`src/rtl/ysyx_axi_pkg.sv`:
```
// Shared AXI4-Lite definitions for the ysyx read/write masters.
//   RESP_*      : AXI response encodings
//   rd_state_t  : read-master state encoding
package ysyx_axi_pkg;

  localparam logic [1:0] RESP_OKAY   = 2'b00;
  localparam logic [1:0] RESP_EXOKAY = 2'b01;
  localparam logic [1:0] RESP_SLVERR = 2'b10;
  localparam logic [1:0] RESP_DECERR = 2'b11;

  typedef enum logic [1:0] {
    IDLE = 2'd0,
    AR   = 2'd1,
    R    = 2'd2,
    RSP  = 2'd3
  } rd_state_t;

endpackage

```
`src/rtl/Reg.sv`:
```
// Common register primitive: synchronous active-high reset, write enable.
//   clk, rst : clock / sync reset
//   din, wen : next value and load enable
//   dout     : registered value (RESET_VAL after reset)
module Reg #(
  parameter int               WIDTH     = 1,
  parameter logic [WIDTH-1:0] RESET_VAL = '0
) (
  input  logic             clk,
  input  logic             rst,
  input  logic [WIDTH-1:0] din,
  output logic [WIDTH-1:0] dout,
  input  logic             wen
);

  always_ff @(posedge clk) begin
    if (rst)      dout <= RESET_VAL;
    else if (wen) dout <= din;
  end

endmodule

```
`src/rtl/axi_rd_watchdog.sv`:
```
// Read-transaction watchdog: counts enabled cycles after a clear and flags
// when the count reaches LIMIT. The count saturates at LIMIT.
//   clk, rst : clock / sync reset
//   clr      : restart count from zero (held while the master is idle)
//   en       : count this cycle (master waiting on the bus)
//   expired  : count == LIMIT
// LIMIT must be >= 1.
module axi_rd_watchdog #(
  parameter int LIMIT = 255
) (
  input  logic clk,
  input  logic rst,
  input  logic clr,
  input  logic en,
  output logic expired
);

  localparam int CW = $clog2(LIMIT + 1);

  logic [CW-1:0] cnt;

  assign expired = (cnt == CW'(LIMIT));

  always_ff @(posedge clk) begin
    if (rst || clr)          cnt <= '0;
    else if (en && !expired) cnt <= cnt + 1'b1;
  end

endmodule

```
`src/rtl/ifu_axi_rd_master.sv`:
```
// AXI4-Lite read-channel initiator for the fetch/load path.
// One word read in flight at a time: request port -> AR beat -> R beat ->
// response port. Misaligned addresses are answered locally with an error
// and never reach the bus.
// Ports:
//   clk, rst                         : clock / sync active-high reset
//   req_valid/req_ready/req_addr     : core read request
//   rsp_valid/rsp_ready/rsp_data/err : core read response
//   araddr/arvalid/arready           : AXI read address channel
//   rdata/rresp/rvalid/rready        : AXI read data channel
//   busy                             : transaction in progress
//   timeout                          : sticky watchdog flag
// Optional build macro RD_TIMEOUT_EN: adds a watchdog that abandons a stuck
// transaction after TIMEOUT_CYCLES with rsp_err=1, rsp_data=0xDEADBEEF.
import ysyx_axi_pkg::*;

module ifu_axi_rd_master #(
  parameter int ADDR_W         = 32,
  parameter int DATA_W         = 32,
  parameter int TIMEOUT_CYCLES = 255
) (
  input  logic              clk,
  input  logic              rst,
  input  logic              req_valid,
  output logic              req_ready,
  input  logic [ADDR_W-1:0] req_addr,
  output logic              rsp_valid,
  input  logic              rsp_ready,
  output logic [DATA_W-1:0] rsp_data,
  output logic              rsp_err,
  output logic [ADDR_W-1:0] araddr,
  output logic              arvalid,
  input  logic              arready,
  input  logic [DATA_W-1:0] rdata,
  input  logic [1:0]        rresp,
  input  logic              rvalid,
  output logic              rready,
  output logic              busy,
  output logic              timeout
);

  localparam logic [DATA_W-1:0] TIMEOUT_DATA = DATA_W'(32'hDEAD_BEEF);

  rd_state_t  state, state_nxt;
  logic [1:0] state_q;
  logic       wd_expired;
  logic       wd_fire;
  logic       misaligned;

  Reg #(.WIDTH(2), .RESET_VAL(2'(IDLE))) u_state (
    .clk  (clk),
    .rst  (rst),
    .din  (state_nxt),
    .dout (state_q),
    .wen  (1'b1)
  );

  assign state = rd_state_t'(state_q);

  // Outputs are pure decodes of the registered state.
  assign req_ready = (state == IDLE);
  assign arvalid   = (state == AR);
  assign rready    = (state == R);
  assign rsp_valid = (state == RSP);
  assign busy      = (state != IDLE);

  assign misaligned = (req_addr[1:0] != 2'b00);

`ifdef RD_TIMEOUT_EN
  axi_rd_watchdog #(.LIMIT(TIMEOUT_CYCLES)) u_wd (
    .clk     (clk),
    .rst     (rst),
    .clr     (state == IDLE),
    .en      ((state == AR) || (state == R)),
    .expired (wd_expired)
  );

  always_ff @(posedge clk) begin
    if (rst)          timeout <= 1'b0;
    else if (wd_fire) timeout <= 1'b1;
  end
`else
  logic unused_timeout_cfg;
  assign unused_timeout_cfg = ^TIMEOUT_CYCLES;
  assign wd_expired         = 1'b0;
  assign timeout            = 1'b0;
`endif

  // A handshake landing in the expiry cycle wins: the beat completed, so the
  // transaction must not be abandoned (the responder would be left hanging).
  assign wd_fire = wd_expired &&
                   (((state == AR) && !arready) || ((state == R) && !rvalid));

  always_comb begin
    state_nxt = state;
    unique case (state)
      IDLE: if (req_valid) state_nxt = misaligned ? RSP : AR;
      AR:   if (arready) state_nxt = R;
            else if (wd_fire) state_nxt = RSP;
      R:    if (rvalid || wd_fire) state_nxt = RSP;
      RSP:  if (rsp_ready) state_nxt = IDLE;
    endcase
  end

  always_ff @(posedge clk) begin
    if (rst) begin
      araddr   <= '0;
      rsp_data <= '0;
      rsp_err  <= 1'b0;
    end else begin
      if ((state == IDLE) && req_valid) begin
        araddr <= req_addr;
        if (misaligned) begin
          rsp_data <= '0;
          rsp_err  <= 1'b1;
        end
      end
      if ((state == R) && rvalid) begin
        rsp_data <= rdata;
        rsp_err  <= (rresp != RESP_OKAY);
      end else if (wd_fire) begin
        rsp_data <= TIMEOUT_DATA;
        rsp_err  <= 1'b1;
      end
    end
  end

endmodule

```
`config.mk`:
```
export PLATFORM = sky130hd
export DESIGN_NAME = ifu_axi_rd_master
export DESIGN_NICKNAME = d
export VERILOG_FILES = /design/src/rtl/ysyx_axi_pkg.sv /design/src/rtl/Reg.sv /design/src/rtl/axi_rd_watchdog.sv /design/src/rtl/ifu_axi_rd_master.sv
export SDC_FILE = /design/constraint.sdc
export NUM_CORES = 1
export LEC_CHECK = 0
export ABC_AREA = 0
export ABC_CLOCK_PERIOD_IN_PS = 1400
export CAP_MARGIN = 30
export CORE_MARGIN = 1.5
export CORE_UTILIZATION = 34
export DETAILED_ROUTE_END_ITERATION = 8
export PLACE_DENSITY = 0.78
export SYNTH_ARGS = -nofsm -noshare
export SYNTH_HDL_FRONTEND = slang
export SYNTH_SLANG_ARGS = --single-unit
```
`constraint.sdc`:
```
create_clock -name clk -period 1.4 [get_ports clk]
set_input_delay 0.28 -clock clk [delete_from_list [all_inputs] [get_ports clk]]
set_output_delay 0.28 -clock clk [all_outputs]
set_load 0.02 [all_outputs]
```
==> flow_metrics.env <==
export IMPL_outcome="complete, but fails checks"
export IMPL_violations="negative setup slack"
export IMPL_drt_total_wl_microns=7536
export IMPL_synth_compound_area_share_pct=20.71
export IMPL_cp_cell_sequence="inv_2, ha_4, buf_6, o211a_4, nor3_4, buf_6, buf_8, a22o_1"
export IMPL_die_h_microns=87.10
export IMPL_cp_slowest_stage_delay_ns=0.36
export IMPL_switching_power_uw=2322
export IMPL_clock_sinks=67
export IMPL_critPathKind="flop to flop"
export IMPL_synth_top_cell_by_area="dfxtp_1"
export IMPL_syn_area_sq_um=2405
export IMPL_grtUsageTotal_pct=19.26
export IMPL_gp_congestion=0.7831
export IMPL_cts_max_level=3
export IMPL_routed_via_density=4.652
export IMPL_nets=491
export IMPL_num_rows=30
export IMPL_p_seq_share_pct=34.2
export IMPL_port_buffers=141
export IMPL_ys_seq_elements=67
export IMPL_start_util_pct=35.20
export IMPL_cts_tree="done"
export IMPL_yosys_area_share_adder_pct=2.601
export IMPL_yosys_cell_types_count=27
export IMPL_antenna_found_initial=0
export IMPL_grt_pass1_wl_microns=11140
export IMPL_grt_ovfl_total=0
export IMPL_switching_share_pct=33.48
export IMPL_syn_num_nets=322
export IMPL_ir_drop_uv=981.2
export IMPL_power_total_uw=6936
export IMPL_clk_pin_slew_ns=0.08
export IMPL_critPathRequiredTime_ns=1.69
export IMPL_synthTopCellsByArea="dfxtp_1, a22o_1, nand2_1"
export IMPL_synthSimpleGateAreaFrac_pct=13.89
export IMPL_hpwl_microns=4803
export IMPL_ctsLongestPathBuffers=2
export IMPL_synth_xor_area_share_pct=0
export IMPL_grt_start_max_net_pins=33
export IMPL_grt_pass1_vias=2276
export IMPL_slew_violations=0
export IMPL_clkPwrFrac_pct=25.9
export IMPL_finalSetupViolCount=37
export IMPL_fin_crit_sh_pct=108.3
export IMPL_avgSynthCellArea_sq_um=9.816
export IMPL_synthMuxAreaShare_pct=0.4162
export IMPL_layout_cells_most_common="clkdlybuf4s50_1"
export IMPL_remaining_drc_errors=0
export IMPL_clock_root_buffer="clkbuf_8"
export IMPL_synth_top_family_by_area="compound AO/OA/AOI/OAI gates"
export IMPL_layout_setup_ws_ns=-0.1163
export IMPL_comb_power_share_pct=39.9
export IMPL_synth_warnings=0
export IMPL_core_sq_um=6832
export IMPL_rsz0062_at_grt="true"
export IMPL_p_per_area_nw_per_um2=1554
export IMPL_syn_to_final_growth_pct=85.59
export IMPL_nFillCells=572
export IMPL_wl_per_cell_microns=14.63
export IMPL_arrival_ns=1.80
export IMPL_drt_iter0_markers=48
export IMPL_holdWs_ns=0.4521
export IMPL_finClkSkew_ns=0.009911
export IMPL_synth_top_cell_area_share_pct=55.78
export IMPL_ant_nets=0
export IMPL_cap_violations=0
export IMPL_cp_start_kind="flop"
export IMPL_crit_path_max_fanout=6
export IMPL_cp_slowest_cell="dfxtp_2"
export IMPL_ys_seq_area_share_pct=55.78
export IMPL_drtPass1Iterations=4
export IMPL_fmax_mhz=659.5
export IMPL_num_antenna_cells=0
export IMPL_fin_crit_ns=1.516
export IMPL_drive_gt1_share_pct=17.66
export IMPL_p_leak_uw=0.002035
export IMPL_fp_dieW_microns=87.10
export IMPL_die_area_sq_um=7586
export IMPL_min_path_type="flop to flop"
export IMPL_cts_buffers=9
export IMPL_layout_common_cells="clkdlybuf4s50_1, nand2_1, dfxtp_1, dlygate4sd2_1, a21oi_1"
export IMPL_syn_inst=245
export IMPL_hold_buffers=0
export IMPL_p_int_uw=4614
export IMPL_worst_path_most_repeated_cell="buf_6"
export IMPL_endpoint_kind="flop"
export IMPL_clk_latency_ns=0.34
export IMPL_final_hold_viol_count=0
export IMPL_ios=143
export IMPL_num_vias=2396
## final timing paths
| check | start | to | slack [ns] | cells past startpoint |
|---|---|---|---|---|
| max | u_state.dout[1] | rsp_data[0] | -0.12 | 8 |
| min reg2reg | araddr[21] | araddr[21] | 0.45 | 2 |
| max reg2reg | u_state.dout[1] | rsp_data[0] | -0.12 | 8 |
| min | araddr[21] | araddr[21] | 0.45 | 2 |
## worst max-delay path, delay by kind of cell (launching register included)
family                   cells  cell delay (ns)
AO/OA/AOI/OAI                2             0.26
adder cells (fa/ha/maj)      1             0.16
buffers and inverters        4             0.44
flip-flops                   1             0.36
AND/OR/NAND/NOR              1             0.23
## synthesized netlist by cell type
library cell  number
dfxtp_1           67
nand2_1           65
a21oi_1           32
a22o_1            31
buf_6              8
ha_1               5
buf_2              4
clkbuf_1           4
inv_1              4
nand2b_1           4
nor2_1             4
buf_1              2
a211o_1            1
a211oi_1           1
a21boi_0           1
a22o_4             1
a31oi_1            1
and2_1             1
and2_4             1
buf_4              1
conb_1             1
mux2i_1            1
nor2b_4            1
nor3_1             1
nor3_4             1
o2111ai_1          1
o211a_1            1
## stage by stage
| step | area [sq um] | setup WS [ns] | util, % | setup TNS [ns] | cells |
|---|---|---|---|---|---|
| finish | 4463 | -0.1163 | 65.33 | -3.186 | 515 |
| global route | 4463 | -0.2067 | 65.33 | -6.059 | 515 |
| CTS | 4364 | -0.1476 | 63.88 | -3.595 | 511 |
| detailed placement | 3963 | -0.4712 | 58.00 | -17.13 | 480 |
| global placement | 3963 | -0.4220 | 58.00 | -15.71 | 480 |
| floorplan | 2419 | -0.03088 | - | -0.09232 | 245 |
## sequential cells by signal, indices dropped and copies added, names as in the netlist
name,count
araddr,32
rsp_data,32
u_state.dout,2
rsp_err,1
## per-layer routing
metal / global-route usage (%) / share of wire (%) / vias to the layer above
met5: 0 / 0 / -
met4: 9.668 / 2.5 / 0
met3: 3.412 / 4.6 / 18
met2: 33.19 / 50 / 78
met1: 23.00 / 42 / 1131
li1: - / - / 1169
## what timing repair did
item                       CTS  global route
gates resized for setup    119            13
pin swaps                    5            10
setup buffers                9             4
setup endpoints to repair  104            49
gates cloned                 6             0
## cell type report
type | instances | area, sq um | share of cell area [%]
Timing Repair Buffer | 176 | 1753 | 39.28
Multi-Input combinational cell | 156 | 1003 | 22.48
Sequential cell | 67 | 1344 | 30.11
Clock buffer | 9 | 123.9 | 2.775
Inverter | 4 | 17.52 | 0.3925
Tap cell | 96 | 120.1 | 2.691
Clock inverter | 7 | 101.3 | 2.271
## cells by family (layout without fill, tap and decap cells)
kind of cell | Yosys count | in the layout
fa+ha+maj | 5 | 5
other cells | 1 | 1
buf+inv | 23 | 196
flops | 67 | 67
simple gates | 78 | 79
mux | 1 | 1
compound gates | 70 | 70
## power groups by stage
stage	Sequential [uW]	Clock, uW	Combinational, uW
after floorplan	2750	0	914
after global placement	2400	0	2390
after detailed placement	2410	0	2430
after CTS	2370	1840	2580
after global routing	2400	1920	2970
final	2370	1800	2770
No activity file was read; power rests on OpenSTA's default activity.
